--- src/rtl/hazard_ctrl.sv ---
// Pipeline hazard controller: load-use bubbles, redirect flushes and memory-busy freezes.
// Also keeps a sticky memory-timeout flag and a saturating count of stall cycles.
module hazard_ctrl #(
  parameter int MAX_WAIT = 15
) (
  input  logic        clk,
  input  logic        rst,
  input  logic [4:0]  Rs_ID,
  input  logic [4:0]  Rt_ID,
  input  logic        UseRs_ID,
  input  logic        UseRt_ID,
  input  logic        MemRead_IDEX,
  input  logic [4:0]  WriteReg_IDEX,
  input  logic        Redirect_EX,
  input  logic        MemBusy,
  output logic        PC_Stall,
  output logic        IFID_Stall,
  output logic        IFID_Flush,
  output logic        ID_Stall,
  output logic        ID_Flush,
  output logic        EXMEM_Stall,
  output logic        MemTimeout,
  output logic [15:0] StallCount
);

  localparam int CNT_W = (MAX_WAIT < 1) ? 1 : $clog2(MAX_WAIT + 1);
  localparam logic [CNT_W-1:0] MAX_CNT = CNT_W'(MAX_WAIT);

  typedef enum logic [1:0] {
    RUN       = 2'd0,
    MEM_WAIT  = 2'd1,
    REDIRECT2 = 2'd2
  } state_t;

  state_t           state_q, state_d;
  logic [CNT_W-1:0] wait_cnt_q, wait_cnt_d;
  logic             pending_q, pending_d;
  logic             mem_timeout_q, mem_timeout_d;
  logic [15:0]      stall_count_q, stall_count_d;

  logic load_use;

  assign load_use = MemRead_IDEX & (WriteReg_IDEX != 5'd0) &
                    ((UseRs_ID & (Rs_ID == WriteReg_IDEX)) |
                     (UseRt_ID & (Rt_ID == WriteReg_IDEX)));

  // NOTE: the reset is synchronous, so it is folded into the _d logic and the
  // flops below are plain registers updated with non-blocking assignments.
  always_ff @(posedge clk) begin
    state_q       <= state_d;
    wait_cnt_q    <= wait_cnt_d;
    pending_q     <= pending_d;
    mem_timeout_q <= mem_timeout_d;
    stall_count_q <= stall_count_d;
  end

  // NOTE: every variable gets a default first so no latch is inferred.
  always_comb begin
    state_d       = state_q;
    wait_cnt_d    = wait_cnt_q;
    pending_d     = pending_q;
    mem_timeout_d = mem_timeout_q | (wait_cnt_q == MAX_CNT);
    stall_count_d = (PC_Stall && stall_count_q != 16'hFFFF) ? stall_count_q + 16'd1
                                                              : stall_count_q;
    if (rst) begin
      state_d       = RUN;
      wait_cnt_d    = '0;
      pending_d     = 1'b0;
      mem_timeout_d = 1'b0;
      stall_count_d = 16'd0;
    end else if (MemBusy) begin
      // A busy cycle in REDIRECT2 interrupts the flush sequence, so it is owed later.
      state_d    = MEM_WAIT;
      wait_cnt_d = (wait_cnt_q == MAX_CNT) ? wait_cnt_q : wait_cnt_q + 1'b1;
      pending_d  = pending_q | Redirect_EX | (state_q == REDIRECT2);
    end else begin
      wait_cnt_d = '0;
      pending_d  = 1'b0;
      case (state_q)
        REDIRECT2: state_d = RUN;
        default:   state_d = (Redirect_EX || pending_q) ? REDIRECT2 : RUN;
      endcase
    end
  end

  always_comb begin
    PC_Stall    = 1'b0;
    IFID_Stall  = 1'b0;
    IFID_Flush  = 1'b0;
    ID_Stall    = 1'b0;
    ID_Flush    = 1'b0;
    EXMEM_Stall = 1'b0;
    if (!rst) begin
      if (MemBusy) begin
        PC_Stall    = 1'b1;
        IFID_Stall  = 1'b1;
        ID_Stall    = 1'b1;
        EXMEM_Stall = 1'b1;
      end else if (state_q == REDIRECT2) begin
        IFID_Flush = 1'b1;
      end else if (Redirect_EX || pending_q) begin
        IFID_Flush = 1'b1;
        ID_Flush   = 1'b1;
      end else if (load_use) begin
        PC_Stall   = 1'b1;
        IFID_Stall = 1'b1;
        ID_Flush   = 1'b1;
      end
    end
  end

  assign MemTimeout = mem_timeout_q;
  assign StallCount = stall_count_q;

endmodule

--- config.mk ---
export PLATFORM = sky130hd
export DESIGN_NAME = hazard_ctrl
export DESIGN_NICKNAME = d
export VERILOG_FILES = /design/src/rtl/hazard_ctrl.sv
export SDC_FILE = /design/constraint.sdc
export NUM_CORES = 1
export LEC_CHECK = 0
export CAP_MARGIN = 20
export CORE_ASPECT_RATIO = 1.75
export CORE_MARGIN = 2
export CORE_UTILIZATION = 25
export DETAILED_ROUTE_END_ITERATION = 10
export SETUP_SLACK_MARGIN = 0.1
export SLEW_MARGIN = 25
export SYNTH_ARGS = -nofsm -noshare
export SYNTH_HDL_FRONTEND = slang
export SYNTH_SLANG_ARGS = --single-unit
--- constraint.sdc ---
create_clock -name clk -period 3.8 [get_ports clk]
set_clock_uncertainty 0.1 [all_clocks]
set_input_delay 0.38 -clock clk [delete_from_list [all_inputs] [get_ports clk]]
set_output_delay 0.38 -clock clk [all_outputs]
set_load 0.02 [all_outputs]
==> flow_summary_export.csv <==
group,metric,value,unit
sta,fmax,326.2,MHz
detailed_routing,wirelength,3.157,mm
detailed_routing,firstDrtPassIters,7,
worst_hold_path,min_to,"MemTimeout",
detailed_routing,vias,1279,
synth,synth.yosys.seq_area_share,0.3668,
outcome,status,"finished with violations",
critical_path,crit_chain,"clkdlybuf4s50_1 > or4_1 > o21ai_2 > and2b_1 > o311a_1 > clkdlybuf4s50_1",
worst_hold_path,whs_path_depth,2,
die,fp.dieArea,0.005858,mm²
synth,synth_seq_cells,24,
placed_design,numPortBuffers,44,
placed_design,dp_hpwl,2.517,mm
sta,report.final.hold_viol_count,0,
synth,synthesis.area,0.001310,mm²
sta,finalCriticalPeriod,3.065,ns
pwr,p_leak,0.6140,nW
synth,yosys_warnings,0,
detailed_routing,drt_iter0_drc,12,
synth,async_flop_share,0,
layout,nets,218,
placed_design,dpl.cell_count,243,
critical_path,rr_endpoint,"StallCount[7]",
cts,clk_pin_slew,0.09,ns
sta,relSlewSlack,0.6850,
global_routing,grt_pass1_vias,1282,
cts,cts_hold_buf,0,
synth,syn_avg_cell_area,8.733,µm²
critical_path,r2r_setup_slack,1.52,ns
cts,cts_tree,"done",
global_routing,grt-ovfl-total,0,
synth,syn_nets,174,
critical_path,cp_slowest_cell,"or4_1",
critical_path,worstPathMaxFanout,3,
critical_path,rr_startpoint,"StallCount[0]",
synth,synth_top_area_share,0.3668,
sta,report.final.slew_viol_count,0,
synth,synthTopCellsByArea,"dfxtp_1 37%, xnor2_1 7.4%, or4_1 4.0%",
sta,tns,0,ns
cts,cts_buffer_depth,2,
die,die_height,99.76,µm
layout,diodes,0,
critical_path,end_kind,"output pin",
synth,netlist_top_cells_count,"24 x dfxtp_1, 13 x nor2_1, 11 x xnor2_1",
sta,fin_crit_sh,0.8067,
run,drv_cap,0,
detailed_routing,avgRoutedWirePerCell,12.78,µm
cts,cts_buffers,3,
cts,clk_latency,0.27,ns
synth,synth_edf_count,0,
die,rows,34,
placed_design,place_congestion,0.7242,
die,die_x,58.72,µm
layout,finalNonFillerCells,247,
layout,area_growth_syn_to_layout,40.11,%
global_routing,grt_first_pass_wirelength,5.637,mm
critical_path,cp_common_cell,"clkdlybuf4s50_1",
synth,netlist_instances,150,
worst_hold_path,worstHoldPathType,"flop to flop",
critical_path,start_kind,"input pin",
cts,cts_resized,0,
sta,setup_viol,0,
die,core,0.005020,mm²
die,start_util,0.2610,
pwr,powerDensity,280.4,mW/mm²
global_routing,grt_max_degree,14,
critical_path,path_class,"input pin to output pin",
critical_path,rr_worst_depth,8,
detailed_routing,ant_nets,0,
cts,post_cts_buffers,0,
pwr,vdd_drop_max,0.0001336,V
synth,synth.distinct_cells,42,
critical_path,crit_required,3.32,ns
detailed_routing,avgViaCountPerCell,5.178,
critical_path,critPathArrivalTime,2.59,ns
synth,synth_top_area_cell,"dfxtp_1",
global_routing,grt_usage,0.1204,
detailed_routing,drc,1,
worst_hold_path,min-delay-start,"MemTimeout",
cts,clock-sinks,24,
outcome,violations,"DRC",
cts,clockRootBuffer,"clkbuf_8",
layout,fillers,532,
layout,layout-drive-gt1-share,0.08808,
synth,synthFlopType,"dfxtp_1",
die,ios,45,
cts,h-tree-depth,1,
synth,yosysMostFrequentCell,"dfxtp_1",
critical_path,slowest_delay,0.55,ns
global_routing,grt_antenna_before_repair,0,
sta,tightestPinTransition,0.4710,ns
sta,rsz0062_at_grt,"false",
pwr,totalPowerFinal,514.6,µW
[critical path, delay by kind of cell]
kind	cells	cell delay [ns]
buffers and inverters	2	1.00
AO/OA/AOI/OAI	2	0.44
AND/OR/NAND/NOR	2	0.76
[stage by stage]
stage,hold slack (ns),cell area (µm²),setup slack [ns],utilization
after floorplan,0.3576,1310,1.626,-
after global placement,0.3381,1780,0.7474,0.3547
after detailed placement,0.3399,1780,0.7349,0.3547
after CTS,0.3518,1836,0.7223,0.3657
after global routing,0.3709,1836,0.6581,0.3657
final,0.3498,1836,0.7345,0.3657
[per-layer routing]
| layer | track usage | wire (µm) | up-vias |
|---|---|---|---|
| met1 | 0.1348 | 1242 | 596 |
| met5 | 0 | 0 | - |
| met2 | 0.2171 | 1689 | 40 |
| li1 | - | - | 638 |
| met3 | 0.01691 | 168 | 5 |
| met4 | 0.05245 | 57 | 0 |
[worst max-delay path by stage]
stage / from / cells after the start / slack [ns] / to
after global placement: WriteReg_IDEX[1] / 6 / 0.75 / ID_Flush
after floorplan: WriteReg_IDEX[1] / 6 / 1.63 / PC_Stall
final: WriteReg_IDEX[1] / 6 / 0.73 / ID_Flush
after CTS: WriteReg_IDEX[1] / 6 / 0.72 / ID_Flush
after global routing: WriteReg_IDEX[1] / 6 / 0.66 / ID_Flush
after detailed placement: WriteReg_IDEX[1] / 6 / 0.73 / ID_Flush
[logic make-up (layout without fill, tap and decap cells)]
group                    Yosys count  in the layout  synth area share
flip-flops                        24             24            0.3668
AO/OA/AOI/OAI                     36             36            0.1910
XOR/XNOR                          12             12           0.08023
AND/OR/NAND/NOR                   58             58            0.2503
multiplexers                       3              3           0.02674
adder cells (fa/ha/maj)            2              2           0.01910
buffers and inverters             15             58           0.06589
[flip-flops by register name (all words and copies together) (netlist names)]
signal / cells
state_q: 2
pending_q: 1
wait_cnt_q: 4
StallCount: 16
MemTimeout: 1
[where the power goes]
group,internal [mW],leakage [nW],switching (mW),total [mW]
Combinational,0.0439,0.391,0.0356,0.0795
Clock,0.0926,0.0288,0.0838,0.176
Sequential,0.255,0.194,0.00333,0.259
[cells in the final DEF (no fill, tap or decap), drive strengths merged]
cell type and count:
nand2 10, nor4 3, clkdlybuf4s50 44, xor2 1
a31oi 2, o31ai 6, mux2i 2, o21ai 6
nor2b 1, nor4b 1, nand2b 1, nand4 7
mux2 1, o21a 1, or3 5, nor2 13
o22ai 1, o311a 1, or4 7, nor3 1
o311ai 2, ha 2, and2 1, nand3 6
buf 3, o31a 1, o41ai 2, and3 1
dfxtp 24, and2b 1, a21oi 13, a211oi 1
clkbuf 4, xnor2 11, inv 7
[layout make-up]
class,instances,area (µm²),area share
clock buffer,4,55.05,0.02999
sequential,24,480.5,0.2618
timing repair buffer,47,462.9,0.2522
inverter,7,26.28,0.01431
multi-input combinational,111,743.2,0.4049
tap,54,67.56,0.03681
No activity file was read; power rests on OpenSTA's default activity.
